--- src/rtl/timer_set_ctrl_pkg.sv ---
// ----------------------------------------------------------------------------
// timer_pkg
// Shared types and default constants for the timer front-panel controller.
//   state_e       : RUN / SET_MIN / SET_HOUR adjust modes
//   DEF_*         : default debounce, hold, repeat and timeout constants
//   cnt_w()       : width of a counter that must hold values 0..n
// ----------------------------------------------------------------------------
package timer_pkg;

  typedef enum logic [1:0] {
    RUN      = 2'd0,
    SET_MIN  = 2'd1,
    SET_HOUR = 2'd2
  } state_e;

  localparam int unsigned DEF_DEB_CYC  = 16;
  localparam int unsigned DEF_HOLD_CYC = 64;
  localparam int unsigned DEF_REP_CYC  = 16;
  localparam int unsigned DEF_TIMEOUT  = 10;

  // Counter width able to represent 0..n.
  function automatic int unsigned cnt_w(input int unsigned n);
    return $clog2(n + 1);
  endfunction

endpackage

--- src/rtl/timer_set_ctrl_btn_debounce.sv ---
// ----------------------------------------------------------------------------
// btn_debounce
// Conditions one raw asynchronous push-button: 2-FF synchronizer, stable-level
// counter and a one-cycle press pulse on the debounced rising edge.
// Raw-to-press latency is 2 + DEB_CYC cycles.
// Ports:
//   clk, rst_n : clock, asynchronous active-low reset
//   i_btn      : raw button level (asynchronous, active-high)
//   o_level    : debounced level
//   o_press    : one-cycle pulse on debounced rising edge
// ----------------------------------------------------------------------------
module btn_debounce
  import timer_pkg::*;
#(
  parameter int unsigned DEB_CYC = DEF_DEB_CYC
) (
  input  logic clk,
  input  logic rst_n,
  input  logic i_btn,
  output logic o_level,
  output logic o_press
);

  localparam int unsigned CW = cnt_w(DEB_CYC);
  localparam logic [CW-1:0] TERM = CW'(DEB_CYC - 1);

  logic          r_sync1;
  logic          r_sync2;
  logic          r_level;
  logic          r_press;
  logic [CW-1:0] r_cnt;

  // Synchronizer for the asynchronous button input.
  always_ff @(posedge clk or negedge rst_n) begin
    if (!rst_n) begin
      r_sync1 <= 1'b0;
      r_sync2 <= 1'b0;
    end else begin
      r_sync1 <= i_btn;
      r_sync2 <= r_sync1;
    end
  end

  // Stable counter: the level only flips after DEB_CYC consecutive disagreeing cycles.
  always_ff @(posedge clk or negedge rst_n) begin
    if (!rst_n) begin
      r_level <= 1'b0;
      r_press <= 1'b0;
      r_cnt   <= '0;
    end else begin
      r_press <= 1'b0;
      if (r_sync2 != r_level) begin
        if (r_cnt == TERM) begin
          r_level <= r_sync2;
          r_press <= r_sync2;
          r_cnt   <= '0;
        end else begin
          r_cnt <= r_cnt + CW'(1);
        end
      end else begin
        r_cnt <= '0;
      end
    end
  end

  assign o_level = r_level;
  assign o_press = r_press;

endmodule

--- src/rtl/timer_set_ctrl.sv ---
// ----------------------------------------------------------------------------
// timer_set_ctrl
// Front-panel controller for the clock/timer: sequences the minute/hour adjust
// modes, drives the min/hour mux selects and produces a clean single-cycle
// adjust pulse (with hold-to-repeat) from the inc button.
// Optional feature macro: TIMER_SET_BLINK_EN (display blink generation); when
// undefined blink is tied to 0.
// Ports:
//   clk, rst_n : clock, asynchronous active-low reset
//   tick_1hz   : one-cycle 1 Hz enable
//   btn_mode   : raw mode button
//   btn_inc    : raw increment button
//   min, hour  : adjust selects to the mux (never both 1)
//   inc_pulse  : one-cycle adjust pulse
//   busy       : high in any set mode
//   blink      : display blink enable
// ----------------------------------------------------------------------------
module timer_set_ctrl
  import timer_pkg::*;
#(
  parameter int unsigned DEB_CYC  = DEF_DEB_CYC,
  parameter int unsigned HOLD_CYC = DEF_HOLD_CYC,
  parameter int unsigned REP_CYC  = DEF_REP_CYC,
  parameter int unsigned TIMEOUT  = DEF_TIMEOUT
) (
  input  logic clk,
  input  logic rst_n,
  input  logic tick_1hz,
  input  logic btn_mode,
  input  logic btn_inc,
  output logic min,
  output logic hour,
  output logic inc_pulse,
  output logic busy,
  output logic blink
);

  localparam int unsigned RW = cnt_w(HOLD_CYC);
  localparam int unsigned TW = cnt_w(TIMEOUT);
  localparam logic [RW-1:0] REP_TERM   = RW'(HOLD_CYC - 1);
  // Reloading here makes the next terminal count arrive REP_CYC cycles later.
  localparam logic [RW-1:0] REP_RELOAD = RW'(HOLD_CYC - REP_CYC);
  localparam logic [TW-1:0] TO_TERM    = TW'(TIMEOUT - 1);

  logic w_press_mode;
  logic w_press_inc;
  logic w_inc_level;
  logic w_unused_mode_level;

  state_e        r_state;
  state_e        w_state_nxt;
  logic [RW-1:0] r_rep;
  logic [RW-1:0] w_rep_nxt;
  logic [TW-1:0] r_to;
  logic [TW-1:0] w_to_nxt;
  logic          r_sup;
  logic          w_sup_nxt;
  logic          w_timeout;
  logic          w_mode_chg;
  logic          w_rep_en;
  logic          w_rep_fire;
  logic          w_inc_nxt;

  logic r_min;
  logic r_hour;
  logic r_inc_pulse;
  logic r_busy;

  btn_debounce #(.DEB_CYC(DEB_CYC)) u_deb_mode (
    .clk     (clk),
    .rst_n   (rst_n),
    .i_btn   (btn_mode),
    .o_level (w_unused_mode_level),
    .o_press (w_press_mode)
  );

  btn_debounce #(.DEB_CYC(DEB_CYC)) u_deb_inc (
    .clk     (clk),
    .rst_n   (rst_n),
    .i_btn   (btn_inc),
    .o_level (w_inc_level),
    .o_press (w_press_inc)
  );

  // State and control counters.
  always_ff @(posedge clk or negedge rst_n) begin
    if (!rst_n) begin
      r_state <= RUN;
      r_rep   <= '0;
      r_to    <= '0;
      r_sup   <= 1'b0;
    end else begin
      r_state <= w_state_nxt;
      r_rep   <= w_rep_nxt;
      r_to    <= w_to_nxt;
      r_sup   <= w_sup_nxt;
    end
  end

  // Next state, repeat/timeout counters and pulse decision.
  always_comb begin
    w_state_nxt = r_state;
    w_rep_nxt   = r_rep;
    w_to_nxt    = r_to;
    w_sup_nxt   = r_sup;
    w_rep_fire  = 1'b0;
    w_inc_nxt   = 1'b0;

    // Any button activity in the same cycle as the tick wins over the timeout.
    w_timeout = (r_state != RUN) && tick_1hz && !w_press_mode && !w_press_inc &&
                !r_inc_pulse && (r_to == TO_TERM);

    case (r_state)
      RUN: begin
        if (w_press_mode) w_state_nxt = SET_MIN;
      end
      SET_MIN: begin
        if (w_press_mode)   w_state_nxt = SET_HOUR;
        else if (w_timeout) w_state_nxt = RUN;
      end
      SET_HOUR: begin
        if (w_press_mode || w_timeout) w_state_nxt = RUN;
      end
      default: w_state_nxt = RUN;
    endcase

    w_mode_chg = (w_state_nxt != r_state);

    // Timeout counter: idle ticks in a set state only.
    if ((r_state == RUN) || w_mode_chg) begin
      w_to_nxt = '0;
    end else if (w_press_inc || r_inc_pulse) begin
      w_to_nxt = '0;
    end else if (tick_1hz) begin
      w_to_nxt = r_to + TW'(1);
    end

    // A mode change while inc is held blocks repeat until inc is released.
    if (!w_inc_level)    w_sup_nxt = 1'b0;
    else if (w_mode_chg) w_sup_nxt = 1'b1;

    // Repeat counter runs only while inc is held in a stable set state.
    w_rep_en = (r_state != RUN) && w_inc_level && !r_sup && !w_mode_chg;
    if (!w_rep_en) begin
      w_rep_nxt = '0;
    end else if (r_rep == REP_TERM) begin
      w_rep_nxt  = REP_RELOAD;
      w_rep_fire = 1'b1;
    end else begin
      w_rep_nxt = r_rep + RW'(1);
    end

    w_inc_nxt = (r_state != RUN) && !w_mode_chg && (w_press_inc || w_rep_fire);
  end

  // Registered outputs decoded from the next state.
  always_ff @(posedge clk or negedge rst_n) begin
    if (!rst_n) begin
      r_min       <= 1'b0;
      r_hour      <= 1'b0;
      r_busy      <= 1'b0;
      r_inc_pulse <= 1'b0;
    end else begin
      r_min       <= (w_state_nxt == SET_MIN);
      r_hour      <= (w_state_nxt == SET_HOUR);
      r_busy      <= (w_state_nxt != RUN);
      r_inc_pulse <= w_inc_nxt;
    end
  end

  assign min       = r_min;
  assign hour      = r_hour;
  assign busy      = r_busy;
  assign inc_pulse = r_inc_pulse;

`ifdef TIMER_SET_BLINK_EN
  logic       r_blink;
  logic [1:0] r_frc;

  // Blink toggles per tick; after an edit it is held on until a full tick
  // period has elapsed (two tick boundaries) so the digit stays visible.
  always_ff @(posedge clk or negedge rst_n) begin
    if (!rst_n) begin
      r_blink <= 1'b0;
      r_frc   <= 2'd0;
    end else if (w_state_nxt == RUN) begin
      r_blink <= 1'b0;
      r_frc   <= 2'd0;
    end else if (r_inc_pulse) begin
      r_blink <= 1'b1;
      r_frc   <= 2'd2;
    end else if (tick_1hz) begin
      if (r_frc != 2'd0) begin
        r_blink <= 1'b1;
        r_frc   <= r_frc - 2'd1;
      end else begin
        r_blink <= ~r_blink;
      end
    end
  end

  assign blink = r_blink;
`else
  assign blink = 1'b0;
`endif

endmodule

--- config.mk ---
export PLATFORM = sky130hd
export DESIGN_NAME = timer_set_ctrl
export DESIGN_NICKNAME = d
export VERILOG_FILES = /design/src/rtl/timer_set_ctrl_pkg.sv /design/src/rtl/timer_set_ctrl_btn_debounce.sv /design/src/rtl/timer_set_ctrl.sv
export SDC_FILE = /design/constraint.sdc
export NUM_CORES = 1
export LEC_CHECK = 0
export ABC_AREA = 0
export CAP_MARGIN = 40
export CELL_PAD_IN_SITES_DETAIL_PLACEMENT = 1
export CELL_PAD_IN_SITES_GLOBAL_PLACEMENT = 1
export CORE_UTILIZATION = 49
export DETAILED_ROUTE_END_ITERATION = 8
export PLACE_DENSITY_LB_ADDON = 0.1
export SLEW_MARGIN = 20
export SYNTH_ARGS = -nofsm -noshare
export SYNTH_HDL_FRONTEND = slang
export SYNTH_SLANG_ARGS = --single-unit
--- constraint.sdc ---
create_clock -name clk -period 2.4 [get_ports clk]
set_input_delay 0.48 -clock clk [delete_from_list [all_inputs] [get_ports clk]]
set_output_delay 0.48 -clock clk [all_outputs]
set_load 0.03 [all_outputs]
==> results of run 1 <==
-- layout by cell type (no fill, tap or decap), types with 2 or more instances in the layout --
cell type	Yosys	layout
mux2_2	2	2
nand3b_1	3	3
dfrtp_1	36	36
and3_1	3	3
nand3_1	7	7
clkbuf_8	0	2
o21ai_0	5	5
ha_1	5	5
and4b_1	2	2
and2_1	3	3
buf_4	2	3
a21oi_1	5	5
nor2_1	16	16
a21boi_0	2	2
xor2_1	8	8
nor3_1	2	2
and3b_1	2	2
nand2_1	7	7
a21o_1	2	2
a31oi_1	2	2
clkdlybuf4s50_1	0	8
clkbuf_4	0	5
inv_1	8	8
nor4b_1	2	2
-- kinds of logic (layout without fill, tap and decap cells) --
group | after synthesis | count (layout) | share of synthesized area (%)
adders and majority gates | 5 | 5 | 3.93
buffers and inverters | 13 | 26 | 3.62
other | 1 | 1 | 0.236
AOI/OAI and AO/OA | 26 | 26 | 11.5
and+or+nand+nor | 52 | 52 | 17.7
muxes | 2 | 2 | 1.42
xor gates and xnor gates | 9 | 9 | 4.96
DFF | 36 | 36 | 56.6
-- worst register-to-register path, stage by stage (launching register included) --
cell and delay, ns:
dfrtp_1 0.42, inv_1 0.09, ha_1 0.23, nand3b_1 0.19, o211a_1 0.30, a221o_1 0.26
-- final timing paths --
path | slack [ns] | from | cells past startpoint | endpoint
setup / recovery | 0.53 | inc_pulse | 1 | inc_pulse
hold / removal | 0.36 | u_deb_inc.r_sync1 | 0 | u_deb_inc.r_sync2
setup reg to reg | 0.80 | r_to[1] | 5 | busy
hold reg to reg | 0.36 | u_deb_inc.r_sync1 | 0 | u_deb_inc.r_sync2
max in group asynchronous | 1.53 | rst_n | 2 | u_deb_mode.r_cnt[0]
min in group asynchronous | 0.56 | rst_n | 2 | r_rep[5]
-- flip-flops by register name, summed over array words and instances, names as in the netlist, 2 cells and up --
signal	cells
r_rep	7
u_deb_inc.r_cnt	5
u_deb_mode.r_cnt	5
r_to	4
r_state	2
-- metrics by stage --
| step | hold slack (ns) | power [mW] | worst slack, ns | util (%) | area [um^2] |
|---|---|---|---|---|---|
| detailed placement | 0.339 | 0.973 | 0.436 | 55.9 | 1720 |
| global route | 0.385 | 1.39 | 0.468 | 58.0 | 1790 |
| finish | 0.363 | 1.31 | 0.529 | 58.0 | 1790 |
| CTS | 0.366 | 1.33 | 0.509 | 58.0 | 1790 |
| global placement | 0.335 | 0.953 | 0.460 | 55.9 | 1720 |
| floorplan | 0.184 | 0.878 | 0.837 | - | 1590 |
-- area by class of cell --
| cell class | count | area, um^2 |
|---|---|---|
| inverters | 8 | 30.0 |
| clock buffers | 7 | 65.1 |
| fillers | 338 | 1290 |
| well taps | 44 | 55.1 |
| flip-flops and latches | 36 | 901 |
| multi-input cells | 95 | 632 |
| repair buffers | 11 | 103 |
-- power groups by stage --
stage	logic, mW	clock network, mW	registers [mW]
CTS	0.245	0.367	0.717
finish	0.241	0.354	0.717
floorplan	0.136	0	0.741
detailed placement	0.244	0	0.728
global placement	0.229	0	0.724
global route	0.273	0.390	0.726
-- routing by layer --
layer / share of wire (%) / vias to the layer above / GRT usage, %
li1: - / 520 / -
met1: 45 / 533 / 23.7
met2: 51 / 13 / 34.9
met3: 3.0 / 5 / 6.55
met4: 1.4 / 0 / 8.16
met5: 0 / - / 0
==> results.yml, run 1 <==
status:
  outcome: "complete, no violations"
floorplanning:
  initial_utilization_pct: 51.7
  die_x_um: 59.0
  ios: 10
  core-area_um2: 3080
  row_count: 20
  dieArea_um2: 3480
  die_height_um: 59.0
power:
  netSwitchingFraction_pct: 28.8
  combPwrFrac_pct: 18.3
  internal-power_mw: 0.934
  p_sw_mw: 0.378
  p_per_area_nw_per_um2: 735
  peakVddDrop_mv: 0.487
  pwr-share-clk_pct: 27.0
  p_seq_share_pct: 54.7
  leakage_nw: 0.859
finish:
  syn2layout_area_growth_pct: 12.3
  diodes: 0
  drive_above_1_share_pct: 7.64
  fin_cells: 201
  num-nets-final: 167
detailed_routing:
  drt_iter0_markers: 36
  avgViaCountPerCell: 5.33
  dr_total_vias: 1071
  wl_per_cell_um: 14.6
  post-route-drc-count: 0
  ant_nets: 0
  wirelength_um: 2940
  dr.pass1.iters: 3
clocking:
  ctsHoldBuffers: 0
  path_clk_slew_ns: 0.10
  insertion_delay_ns: 0.34
  ctsResizeCount: 0
  post-cts-setup-buffers: 0
  htreeDepth: 2
  root_buffer: "clkbuf_4"
  tritoncts: "done"
  cts_buffers: 5
  clock_sinks: 36
  clk_path_buf_depth: 2
worst_setup_path:
  slowest_stage: "clkdlybuf4s50_1"
  cp-start-kind: "flip-flop"
  crit_buf_inv: 1
  cp_max_fo: 3
  crit_family: "buffers and inverters"
  critical_path_class: "flip-flop to output port"
  worstPathArrival_ns: 1.39
  crit_chain: "clkdlybuf4s50_1"
  crit_required_ns: 1.92
  cp-end-kind: "output port"
  slowest_delay_ns: 0.68
placement:
  placed_cells: 194
  dp_hpwl_um: 2120
  port_buffers: 8
  finalWeightedCongestion: 0.714
timing:
  fin_setup_tns_ns: 0
  hold_viol_final: 0
  fmax_mhz: 534
  fin_crit_sh_pct: 78.0
  min_period_ns: 1.87
  setup_viol: 0
  drv_slew: 0
  fin_skew_ns: 0.00777
  rsz0062_at_grt: "no"
synthesis:
  synth_top_area_share_pct: 56.6
  synth-edff-count: 0
  synthTopCellsByCount: "dfrtp_1 (36), nor2_1 (16), inv_1 (8), xor2_1 (8)"
  async_flop_share_pct: 100
  ys_types: 40
  ys_ff_latch: 36
  synth_flop_cell: "dfrtp_1"
  yosysWarnings: 0
  netlist_area_um2: 1590
  syn_inst: 144
  synth.most_common_cell: "dfrtp_1"
  syn_nets: 154
  synth_area_leader_cell: "dfrtp_1"
  ys_seq_area_share_pct: 56.6
  synth_area_leaders: "dfrtp_1 (57%), xor2_1 (4.4%), ha_1 (3.9%), nor2_1 (3.8%), nand3_1 (2.2%)"
  syn_avg_cell_area_um2: 11.0
worst_hold_path:
  hp-class: "flip-flop to flip-flop"
global_route:
  grt_overflow: 0
  grt_max_degree: 37
  antenna_found_initial: 0
  grt_pass1_wl_um: 5090
  first_global_vias: 1197
  gr-usage-all-layers_pct: 20.4
flow_run:
  maxCapViolCount: 0
No activity file was read; power rests on OpenSTA's default activity.
==> run 2: changes to the inputs <==
--- a/config.mk
+++ b/config.mk
@@ -9,7 +9,7 @@
 export CAP_MARGIN = 40
 export CELL_PAD_IN_SITES_DETAIL_PLACEMENT = 1
 export CELL_PAD_IN_SITES_GLOBAL_PLACEMENT = 1
-export CORE_UTILIZATION = 49
+export CORE_UTILIZATION = 41
 export DETAILED_ROUTE_END_ITERATION = 8
 export PLACE_DENSITY_LB_ADDON = 0.1
 export SLEW_MARGIN = 20
==> constraint.sdc (replaced) <==
create_clock -name clk -period 1.65 [get_ports clk]
set_input_delay 0.33 -clock clk [delete_from_list [all_inputs] [get_ports clk]]
set_output_delay 0.33 -clock clk [all_outputs]
set_load 0.03 [all_outputs]
==> run 2 against run 1 <==
  * Sequential cell count is the same
  * Register-to-register slack lost 0.71 ns
  * Sequential share of layout area shrank 2.6 points
  * Design area grew 5.7%
  * Die area grew 19%
  * Worst hold slack lost 0.012 ns
  * First-iteration DRC count grew 25%
  * Combinational power grew 52%
  * Utilization shrank 6.9 points
  * Clock power grew 140%
  * Clock-buffer cell count is the same
  * Critical endpoint is now busy
  * Largest power group unchanged
  * Total power grew 73%
==> results.yml, run 2 (synthesized netlist as in run 1, its figures left out) <==
placement:
  placed_cells: 198
  finalWeightedCongestion: 0.723
  placed_area_um2: 1740
  dp_hpwl_um: 1990
  dp_slack_ns: -0.172
  port_buffers: 8
finish:
  syn2layout_area_growth_pct: 18.6
  top_register: "r_rep"
  fin_cells: 209
  reg_top3: "r_rep: 7 flops, u_deb_inc.r_cnt: 5 flops, u_deb_mode.r_cnt: 5 flops"
  largest_register_ffs: 7
  final_cell_mix: "dfrtp_1 (35), nor2_1 (16), inv_1 (8), xor2_1 (8)"
  fin_util_pct: 51.2
  layout_commonest_cell: "dfrtp_1"
  diodes: 0
  fin_area_um2: 1890
  drive_above_1_share_pct: 10.6
  num-nets-final: 170
power:
  p_per_area_nw_per_um2: 1200
  p_sw_mw: 0.597
  p_seq_share_pct: 46.0
  combPwrFrac_pct: 16.2
  internal-power_mw: 1.67
  netSwitchingFraction_pct: 26.3
  leakage_nw: 0.908
  finalPower_mw: 2.27
  pwr-share-clk_pct: 37.8
  peakVddDrop_mv: 0.469
global_route:
  antenna_found_initial: 0
  gr-usage-all-layers_pct: 16.7
  grt_pass1_wl_um: 5170
  first_global_vias: 1123
  grt_max_degree: 37
  grt_overflow: 0
worst_setup_path:
  reg2reg_from: "r_to[0]"
  worstPathArrival_ns: 1.28
  cp-startpoint: "busy"
  reg2reg_depth: 5
  slowest_delay_ns: 0.66
  cp-end-kind: "output port"
  slowest_stage: "clkdlybuf4s50_1"
  crit_family: "buffers and inverters"
  crit_chain: "clkdlybuf4s50_1"
  crit_buf_inv: 1
  reg2reg_slack_ns: 0.09
  r2r_end: "r_rep[6]"
  cp-start-kind: "flip-flop"
  critical_path_class: "flip-flop to output port"
  crit_required_ns: 1.32
  cp_max_fo: 1
timing:
  timing.final.ws_setup_ns: 0.0433
  fin_setup_tns_ns: 0
  hold_viol_final: 0
  finalHoldWorstSlack_ns: 0.351
  fin_skew_ns: 0.00925
  min_period_ns: 1.61
  drv_slew: 0
  fin_crit_sh_pct: 97.4
  setup_viol: 0
  fmax_mhz: 622
worst_hold_path:
  holdPathStages: 0
  hp-class: "flip-flop to flip-flop"
  hold_end: "u_deb_mode.r_sync2"
  hold_path.startpoint: "u_deb_mode.r_sync1"
floorplanning:
  die_height_um: 64.3
  initial_utilization_pct: 43.1
  dieArea_um2: 4130
  row_count: 22
  die_x_um: 64.3
  core-area_um2: 3690
  ios: 10
detailed_routing:
  wl_per_cell_um: 14.5
  drt_iter0_markers: 45
  post-route-drc-count: 0
  wirelength_um: 3030
  ant_nets: 0
  avgViaCountPerCell: 5.27
  dr.pass1.iters: 4
  dr_total_vias: 1102
clocking:
  htreeDepth: 2
  cts_buffers: 5
  insertion_delay_ns: 0.29
  path_clk_slew_ns: 0.08
  clock_sinks: 36
  clk_path_buf_depth: 2
  root_buffer: "clkbuf_8"
  tritoncts: "done"
flow_run:
  maxCapViolCount: 0
status:
  outcome: "complete, no violations"
## run 2: changes by cell type in the layout (fill, tap and decap cells not counted), sizes merged
cell / delta
dlygate4sd2: +1
buf: +3
clkdlybuf4s50: -1
bufinv: +1
## run 2: what timing repair did
action,in CTS,in global routing
hold endpoints to repair,0,0
endpoints found under the setup margin,1,2
hold buffers,0,0
gates resized for setup,1,1
buffers inserted,0,3
## run 2: metal layers
layer | share of wire (%) | up-vias | track usage [%]
li1 | - | 530 | -
met1 | 46 | 556 | 19.9
met2 | 51 | 12 | 27.5
met3 | 2.3 | 4 | 5.54
met4 | 1.3 | 0 | 6.94
met5 | 0 | - | 0
## run 2: worst max path at each step
stage                          end  cells past startpoint
after global routing      r_rep[6]                      5
after CTS                     busy                      1
after global placement        busy                      4
final                         busy                      1
after detailed placement      busy                      4
after floorplan           r_rep[3]                      3
## run 2: area by class of cell
| class | count | area (um^2) |
|---|---|---|
| sequential | 36 | 902 |
| clock buffer | 7 | 96.3 |
| multi-input combinational | 95 | 632 |
| tap | 48 | 60.1 |
| inverter | 8 | 30.0 |
| fill | 404 | 1800 |
| timing repair buffer | 14 | 136 |
| clock inverter | 1 | 30.0 |
## run 2: power by group through the flow
stage / Combinational [mW] / Sequential (mW) / Clock (mW)
2_1_floorplan: 0.198 / 1.08 / 0
3_3_place_gp: 0.339 / 1.05 / 0
3_5_place_dp: 0.350 / 1.06 / 0
4_1_cts: 0.353 / 1.05 / 0.876
5_1_grt: 0.412 / 1.06 / 0.904
6_report: 0.367 / 1.04 / 0.855
